$ cat src/rtl/ekf_stage_sequencer_pkg.sv
// ekf_stage_sequencer_pkg
//   Shared EKF definitions: stage request/completion codes, sticky error
//   encodings, sequencer state encodings and a stage-code legality helper.
//   Imported by the sequencer and by the top level that hosts it.
package ekf_stage_sequencer_pkg;

  // Stage codes carried on stage_val / stage_rdy and stored in the program.
  typedef enum logic [2:0] {
    STG_IDLE  = 3'b000,
    STG_PRD   = 3'b001,
    STG_NEW   = 3'b010,
    STG_UPD   = 3'b011,
    STG_ASSOC = 3'b100
  } stage_code_t;

  // Sticky error codes reported on err.
  typedef enum logic [1:0] {
    ERR_NONE    = 2'b00,
    ERR_TIMEOUT = 2'b01,
    ERR_ILLEGAL = 2'b10
  } err_code_t;

  // Sequencer state encodings (kept as plain constants for legacy tools).
  localparam logic [2:0] ST_IDLE  = 3'd0;
  localparam logic [2:0] ST_ISSUE = 3'd1;
  localparam logic [2:0] ST_WAIT  = 3'd2;
  localparam logic [2:0] ST_NEXT  = 3'd3;
  localparam logic [2:0] ST_FAIL  = 3'd4;

  // True for a code that names a real EKF stage (PRD..ASSOC).
  function automatic logic is_stage_code(input logic [2:0] code);
    return (code >= STG_PRD) && (code <= STG_ASSOC);
  endfunction

endpackage

$ cat src/rtl/ekf_cycle_counter.sv
// ekf_cycle_counter
//   Up-counter with synchronous clear and count enable, plus a terminal-count
//   compare against a run-time limit.
//   Ports:
//     clk    - rising-edge clock
//     rst_n  - asynchronous active-low reset (count -> 0)
//     clear  - synchronous clear, wins over enable
//     enable - increment the count this cycle
//     limit  - terminal count value
//     tc     - high while the count equals limit
module ekf_cycle_counter #(
  parameter int unsigned W = 16
) (
  input  logic         clk,
  input  logic         rst_n,
  input  logic         clear,
  input  logic         enable,
  input  logic [W-1:0] limit,
  output logic         tc
);

  logic [W-1:0] count;

  always_ff @(posedge clk or negedge rst_n) begin
    if (!rst_n) begin
      count <= '0;
    end else if (clear) begin
      count <= '0;
    end else if (enable) begin
      count <= count + 1'b1;
    end
  end

  assign tc = (count == limit);

endmodule

$ cat src/rtl/ekf_stage_sequencer.sv
// ekf_stage_sequencer
//   Walks a small program of EKF stage codes: issues each stage to the EKF
//   core as a fixed-width stage_val pulse, waits for the matching stage_rdy
//   completion (with optional timeout), then advances. A 000 entry ends the
//   program early; codes above ASSOC abort the run with an error.
//   Ports:
//     clk       - rising-edge clock
//     sys_rst_n - asynchronous active-low reset
//     start     - one-cycle run request, honoured only when idle
//     abort     - level, returns to idle from any state without done
//     loop_en   - restart at step 0 after the last step instead of finishing
//     prog      - 3 bits per step, step i at prog[3i+2:3i]
//     stage_val - stage request to the EKF core (000 when not issuing)
//     stage_rdy - completion code from the EKF core
//     busy      - high whenever not idle
//     done      - one-cycle pulse on normal completion
//     err       - sticky error code, cleared by the next accepted start
//     step_idx  - index of the step being issued or awaited
module ekf_stage_sequencer
  import ekf_stage_sequencer_pkg::*;
#(
  parameter int unsigned NUM_STEPS     = 4,
  parameter int unsigned VAL_PULSE_CYC = 2,
  parameter int unsigned TIMEOUT_CYC   = 4096,
  parameter int unsigned CNT_W         = 16
) (
  input  logic                       clk,
  input  logic                       sys_rst_n,
  input  logic                       start,
  input  logic                       abort,
  input  logic                       loop_en,
  input  logic [3*NUM_STEPS-1:0]     prog,
  output logic [2:0]                 stage_val,
  input  logic [2:0]                 stage_rdy,
  output logic                       busy,
  output logic                       done,
  output logic [1:0]                 err,
  output logic [$clog2(NUM_STEPS):0] step_idx
);

  localparam int unsigned          IDX_W        = $clog2(NUM_STEPS) + 1;
  localparam logic [IDX_W-1:0]     LAST_IDX     = IDX_W'(NUM_STEPS - 1);
  localparam logic [3:0]           PULSE_LAST   = 4'(VAL_PULSE_CYC - 1);
  localparam logic [CNT_W-1:0]     TIMEOUT_LAST = CNT_W'(TIMEOUT_CYC - 1);
  localparam logic                 TIMEOUT_EN   = (TIMEOUT_CYC != 0);

  logic [2:0] state;
  logic       val_on;     // stage_val pulse in progress (second phase of ISSUE)
  logic       end_flag;   // current step held a 000 end-of-program marker
  logic [2:0] issued;     // code awaited in WAIT
  logic [2:0] cur_code;
  logic       pulse_last;
  logic       wait_last;

  always_comb begin
    cur_code = STG_IDLE;
    for (int unsigned i = 0; i < NUM_STEPS; i++) begin
      if (step_idx == IDX_W'(i)) begin
        cur_code = prog[3*i +: 3];
      end
    end
  end

  // Counts the cycles stage_val has been driven for the current issue.
  ekf_cycle_counter #(.W(4)) u_pulse_cnt (
    .clk    (clk),
    .rst_n  (sys_rst_n),
    .clear  (!val_on),
    .enable (val_on),
    .limit  (PULSE_LAST),
    .tc     (pulse_last)
  );

  // Counts cycles spent in WAIT; zero on the first WAIT cycle.
  ekf_cycle_counter #(.W(CNT_W)) u_wait_cnt (
    .clk    (clk),
    .rst_n  (sys_rst_n),
    .clear  (state != ST_WAIT),
    .enable (state == ST_WAIT),
    .limit  (TIMEOUT_LAST),
    .tc     (wait_last)
  );

  assign busy = (state != ST_IDLE);

  always_ff @(posedge clk or negedge sys_rst_n) begin
    if (!sys_rst_n) begin
      state     <= ST_IDLE;
      stage_val <= STG_IDLE;
      done      <= 1'b0;
      err       <= ERR_NONE;
      step_idx  <= '0;
      val_on    <= 1'b0;
      end_flag  <= 1'b0;
      issued    <= STG_IDLE;
    end else begin
      done <= 1'b0;
      if (abort) begin
        state     <= ST_IDLE;
        stage_val <= STG_IDLE;
        val_on    <= 1'b0;
        end_flag  <= 1'b0;
      end else begin
        case (state)
          ST_IDLE: begin
            if (start) begin
              step_idx <= '0;
              err      <= ERR_NONE;
              end_flag <= 1'b0;
              state    <= ST_ISSUE;
            end
          end
          // First ISSUE cycle decodes the step; stage_val then runs for
          // VAL_PULSE_CYC cycles. stage_rdy is deliberately not looked at here.
          ST_ISSUE: begin
            if (val_on) begin
              if (pulse_last) begin
                stage_val <= STG_IDLE;
                val_on    <= 1'b0;
                state     <= ST_WAIT;
              end
            end else if (cur_code == STG_IDLE) begin
              end_flag <= 1'b1;
              state    <= ST_NEXT;
            end else if (!is_stage_code(cur_code)) begin
              err   <= ERR_ILLEGAL;
              state <= ST_FAIL;
            end else begin
              stage_val <= cur_code;
              issued    <= cur_code;
              val_on    <= 1'b1;
            end
          end
          ST_WAIT: begin
            if (stage_rdy == issued) begin
              state <= ST_NEXT;
            end else if (TIMEOUT_EN && wait_last) begin
              err   <= ERR_TIMEOUT;
              state <= ST_FAIL;
            end
          end
          ST_NEXT: begin
            end_flag <= 1'b0;
            if (step_idx == LAST_IDX || end_flag) begin
              // An empty program (marker at step 0) finishes even when looping.
              if (loop_en && !(end_flag && step_idx == '0)) begin
                step_idx <= '0;
                state    <= ST_ISSUE;
              end else begin
                done  <= 1'b1;
                state <= ST_IDLE;
              end
            end else begin
              step_idx <= step_idx + 1'b1;
              state    <= ST_ISSUE;
            end
          end
          ST_FAIL: begin
            state <= ST_IDLE;
          end
          default: begin
            state <= ST_IDLE;
          end
        endcase
      end
    end
  end

endmodule

$ cat config.mk
export PLATFORM = sky130hd
export DESIGN_NAME = ekf_stage_sequencer
export DESIGN_NICKNAME = d
export VERILOG_FILES = /design/src/rtl/ekf_stage_sequencer_pkg.sv /design/src/rtl/ekf_cycle_counter.sv /design/src/rtl/ekf_stage_sequencer.sv
export SDC_FILE = /design/constraint.sdc
export NUM_CORES = 1
export LEC_CHECK = 0
export ABC_CLOCK_PERIOD_IN_PS = 2400
export BUFFER_PORTS_ARGS = -buffer_cell sky130_fd_sc_hd__clkbuf_2
export CAP_MARGIN = 20
export CORE_ASPECT_RATIO = 0.9
export CORE_MARGIN = 10
export CORE_UTILIZATION = 56
export DETAILED_ROUTE_END_ITERATION = 16
export GPL_ROUTABILITY_DRIVEN = 0
export HOLD_SLACK_MARGIN = 0.03
export MAX_ROUTING_LAYER = met4
export PLACE_DENSITY = 0.86
export SETUP_SLACK_MARGIN = 0.2
export SLEW_MARGIN = 5
export SYNTH_ARGS = -nofsm -noshare
export SYNTH_HDL_FRONTEND = slang
export SYNTH_SLANG_ARGS = --single-unit
$ cat constraint.sdc
create_clock -name clk -period 2.4 [get_ports clk]
set_input_delay 0.36 -clock clk [delete_from_list [all_inputs] [get_ports clk]]
set_output_delay 0.36 -clock clk [all_outputs]
set_load 0.03 [all_outputs]
======== Word level (Yosys, flattened, before mapping) ========
Index checks and enable logic that the tools add are counted.
cells by class
  add/subtract/negate cells ............... 3
  $mul .................................... 0
  divide/modulo/power cells ............... 0
  $lt $le $gt $ge ......................... 2
  equality and inequality tests ........... 25
  shifts and indexed selects .............. 0
  mux-type cells .......................... 50
  bitwise operators ....................... 3
  reductions and logical operators ........ 21
operator list
  cell                     count
  $mux W3                  22
  $mux W16                 2
  $add A16 B1 Y16 const B  1
  $eq A16 B12 Y1 const B   1
  $reduce_and A4 Y1        4
  $mux W1                  15
  $ne A3 B3 Y1 const B     5
  $eq A3 B2 Y1 const B     4
  $mux W2                  6
  $ne A2 B2 Y1 const B     6
  $pmux W3 S4              1
  $logic_not A3 Y1         3
  $reduce_bool A3 Y1       3
  $ne A4 B4 Y1 const B     2
  $reduce_and A8 Y1        1
  $eq A3 B1 Y1 const B     2
  $ne A3 B2 Y1 const B     2
  $pmux W2 S3              1
  $pmux W3 S2              1
  $reduce_bool A2 Y1       3
  $ne A5 B5 Y1 const B     1
  $reduce_and A5 Y1        1
  $add A4 B1 Y4 const B    1
  $eq A4 B1 Y1 const B     1
  other kinds (11)         15
word-level totals
  bits in registers ....................... 37
  bits in latches ......................... 0
  RAM bits ................................ 0
  memory bits (read-only) ................. 0
  output and inout bits ................... 10
  memories kept ........................... 0

======== Logic depth before layout (Yosys ltp) ========
  word-level depth ........................ 12
  mapped depth ............................ 8

======== Cells and area by module ========
Synthesis repeated with hierarchy kept, for this count alone.
second synthesis, totals
  cells, all modules ...................... 273
  area, all modules ....................... 2,527.4 um2
by module, submodules not included
  module                            times used  cells an instance  area each (um2)  seq. area each (um2)
  ekf_stage_sequencer               1           148                1,268.7          425.4
  ekf_cycle_counter at u_wait_cnt   1           104                1,024.7          400.4
  ekf_cycle_counter at u_pulse_cnt  1           21                 234.0            100.1

======== Worst setup path before layout ========
No wires, ideal clock.
  kind .................................... flip-flop to flip-flop
  start ................................... reg step_idx[0]
  end ..................................... reg stage_val[2]
  library setup time ...................... 0.078 ns
  arrival time ............................ 2.231 ns
  data required time ...................... 2.322 ns
  path slack .............................. 0.091 ns
  cell stages (with the launch flop) ...... 9
  buffers on the path ..................... 0
  clock period less this slack ............ 2.309 ns
  path through ............................ dfrtp_1 -> inv_1 -> ha_1 -> nor2b_1 -> a221oi_1 -> o2111ai_2 -> xnor2_2 -> a221oi_2 -> o2bb2ai_1
on the way
  longest elaborated chain between the ends .. 10
  elaborated cells between the ends (all ways) .. 20
  those cells by class .................... 2 x order compare; 4 x eq/ne; 9 x mux; 5 x reduce/logical
RTL lines
  element                                               line                        text
  start, declared                                       ekf_stage_sequencer.sv:38   output logic [$clog2(NUM_STEPS):0] step_idx
  start signal, assigned                                ekf_stage_sequencer.sv:154  step_idx <= step_idx + 1'b1;
  $logic_not A3 Y1                                      ekf_stage_sequencer.sv:58   if (step_idx == IDX_W'(i)) begin
  $mux W3 (3 in a row)                                  ekf_stage_sequencer.sv:58
  $mux W3 (*)                                           ekf_stage_sequencer.sv:58
  branches (longest 5 deep; another with $ge A3 B1 Y1)  n/a
  end signal, assigned                                  ekf_stage_sequencer.sv:129  stage_val <= cur_code;
  end, declared                                         ekf_stage_sequencer.sv:33   output logic [2:0] stage_val,
Every way passes the cells marked *. The select of a mux whose other input is x is not followed.
A chain may end at the register's enable or synchronous reset.

======== Worst setup path after layout ========
  start ................................... reg step_idx[0]
  end ..................................... reg err[1]
on the way
  longest elaborated chain between the ends .. 9
  elaborated cells between the ends (all ways) .. 15
  those cells by class .................... 2 x order compare; 5 x eq/ne; 4 x mux; 4 x reduce/logical
RTL lines
  element                                       line                           text
  $logic_not A3 Y1                              ekf_stage_sequencer.sv:58
  $mux W3 (3 in a row)                          ekf_stage_sequencer.sv:58
  $mux W3 (*)                                   ekf_stage_sequencer.sv:58
  $ge A3 B1 Y1 or $le A3 B3 Y1 (tied branches)  ekf_stage_sequencer_pkg.sv:32  return (code >= STG_PRD) && (code <= STG_ASSOC);
  $logic_and A1 B1 Y1                           ekf_stage_sequencer_pkg.sv:32
  $ne A2 B2 Y1 (no line)                        n/a
  $reduce_and A8 Y1 (no line) (*)               n/a
  end signal, assigned                          ekf_stage_sequencer.sv:91      err <= ERR_NONE;
  end signal, assigned                          ekf_stage_sequencer.sv:108     err <= ERR_NONE;
  end signal, assigned                          ekf_stage_sequencer.sv:126     err <= ERR_ILLEGAL;
  end, declared                                 ekf_stage_sequencer.sv:37      output logic [1:0] err,
Every way passes the cells marked *; elsewhere a longest branch is shown, timed or not.

==> impl_metrics.ini <==
[yosys]
synth_seq_area_share_pct = 45.54
synth_area_leaders = dfrtp_1 (46%), nor2_1 (5.7%), ha_1 (4.9%)
synth_area_um2 = 2033
yosys_most_used_dff = dfrtp_1
synth_nets = 243
async_reset_ff_share_pct = 100.0
yosysWarnings = 0
synth-seq-cells = 37
yosys.area.top_type = dfrtp_1
synth_cells = 215
yosysTopAreaCellShare_pct = 45.54
syn_area_per_cell_um2 = 9.457
synth_edf_count = 0
ys_types = 44

[global_route]
grt_max_degree = 38
overflow = 0
track_usage_pct = 14.08
grt_pass1_wl_mm = 7.548
antenna_found_initial = 0
first_global_vias = 1679

[cells_and_area]
multi_input_area_um2 = 1137
nNetsFinal = 285
drive_gt1_share_pct = 29.69
regArea_um2 = 929.6
mostFrequentLayoutCells = dfrtp_1 (34), nor2_1 (30), clkbuf_2 (29)
diodes = 0
area_delta_synth_final_pct = 21.54
final_common_cell = dfrtp_1
fill_cells = 217

[sta]
fmax_ghz = 0.4516
max_slew_margin_pct = 41.73
drv_slew = 0
tns_ns = 0
fin_crit_sh_pct = 92.27
tightest_slew_ns = 0.8740
fin_skew_ns = 0.008513
rsz0062_at_grt = yes
hold_viol = 0
fin_crit_ns = 2.215
setup_viol = 0

[clocking]
cts.clk_slew.worst_paths_ns = 0.07
cts_tree = built
cts_max_level = 2
numCtsBuffers = 5
clock_latency_ns = 0.28
cts_sinks = 37
clockRootBuffer = clkbuf_8
cts_buffer_depth = 2

[hold_path]
worstHoldPathType = input pin to async pin

[worst_setup_path]
critPathMaxFanout = 5
crit_chain = buf_4 > ha_4 > and3b_1 > o221ai_2 > o2111ai_2 > buf_4 > buf_4 > a31o_2 > a21oi_2 > a21oi_2
r2r_cells = 10
rr_endpoint = err[1]
cp_common_cell = buf_4
r2r_slack_ns = 0.19
slowest_delay_ns = 0.42
cp_top_family = compound AO/OA/AOI/OAI gates
critical_path_class = flip-flop to flip-flop
arrival_ns = 2.38
critPathSlowestCell = dfrtp_2
crit_end = err[1]
cp-end-kind = flip-flop
worstPathRequired_ns = 2.57
cp.depth = 10
crit_start = step_idx[0]
start_kind = flip-flop
path_buf_inv = 3
r2r_start = step_idx[0]

[pwr]
finalPower_mw = 1.703
peakVddDrop_mv = 0.5646
cellLeakagePower_nw = 1.104
power_density_nw_per_um2 = 689.3

[floorplan]
die_area_um2 = 6444
ios = 30
die_y_um = 77.17
core_um2 = 3428
initial_core_util_pct = 59.31
rows = 20
dieWidth_um = 83.52

[run]
max_cap_violations = 0

[detailed_routing]
routed_wl_mm = 4.731
ant_nets = 0
wire_per_inst_um = 15.77
routed-via-count = 1795
vias_per_cell = 5.983
drcViolationCount = 0
drtIter0Drc = 189
drt_pass1_iterations = 5

[outcome]
status = complete, no violations

[placement]
numPortBuffers = 29
dp_hpwl_mm = 3.198
-- registers in the layout (all words and copies together), names as in the netlist --
signal,count
state,3
val_on,1
u_pulse_cnt.count,4
stage_val,3
issued,3
done,1
u_wait_cnt.count,16
end_flag,1
err,2
step_idx,3
-- stage by stage --
stage	hold slack (ns)	worst slack [ns]	instance area (um^2)	util [%]	std cells
2_1_floorplan	0.06441	0.2310	2039	-	215
3_3_place_gp	0.4627	0.1244	2232	65.11	284
4_1_cts	0.2319	0.2042	2376	69.31	297
3_5_place_dp	0.4686	0.09333	2232	65.11	284
6_report	0.1771	0.1855	2471	72.08	300
5_1_grt	0.2450	0.08663	2471	72.08	300
-- kinds of logic after synthesis --
kind of cell	count (synthesis)	synth area share, %
compound gates	53	19.14
xor+xnor	16	7.262
simple gates	85	20.18
fa+ha+maj	8	4.923
buf+inv	16	2.954
flops	37	45.54
-- worst register-to-register path, cell delays in order (launching register included) --
cell,delay (ns)
dfrtp_2,0.42
buf_4,0.14
ha_4,0.16
and3b_1,0.19
o221ai_2,0.20
o2111ai_2,0.21
buf_4,0.20
buf_4,0.14
a31o_2,0.25
a21oi_2,0.16
a21oi_2,0.05
-- synthesized netlist by cell type (2+ instances only) --
cell / number
and3_1: 4
o21ai_0: 12
nor3_1: 5
a31oi_1: 4
inv_1: 10
a211oi_1: 2
nand2b_1: 2
a21oi_1: 11
nand4_1: 3
clkbuf_1: 6
nand3_1: 9
nand2_1: 15
a21o_1: 5
xor2_1: 9
or4_1: 2
a221oi_1: 3
xnor2_1: 6
nor2_1: 31
or3_1: 7
nor2b_1: 2
dfrtp_1: 37
ha_1: 8
-- how the worst min path moves through the flow --
stage,slack [ns],depth (start not counted),to
floorplan,0.06,0,done
global placement,0.46,1,stage_val[0]
detailed placement,0.47,1,stage_val[1]
CTS,0.23,1,issued[1]
global route,0.24,1,issued[1]
finish,0.18,1,issued[0]
-- layer usage --
metal / wire (um) / part of all wire [%] / global-route usage, % / up-vias
met5: 0 / 0 / - / -
met4: 151 / 3.2 / 3.679 / 0
met3: 313 / 6.6 / 4.118 / 23
met2: 2222 / 47 / 22.15 / 79
met1: 2042 / 43 / 17.32 / 846
li1: - / - / - / 847
-- power by group --
part,switching (mW),internal (mW)
Combinational,0.340,0.209
Clock,0.201,0.191
Sequential,0.0729,0.690
Total,0.614,1.09
-- what timing repair did --
action / in CTS / in global routing
hold buffers: 0 / 0
pin swaps: 6 / 8
resized for setup: 4 / 20
endpoints found under the setup margin: 8 / 13
buffers inserted: 7 / 3
-- layout make-up --
class | instances | share of cell area, %
well taps | 44 | 2.228
clock buffers | 5 | 2.785
repair buffers | 41 | 9.519
inverters | 10 | 1.620
flip-flops and latches | 37 | 37.62
clock inverters | 1 | 0.2025
multi-input cells | 162 | 46.03
(Power assumes the default switching activity.)
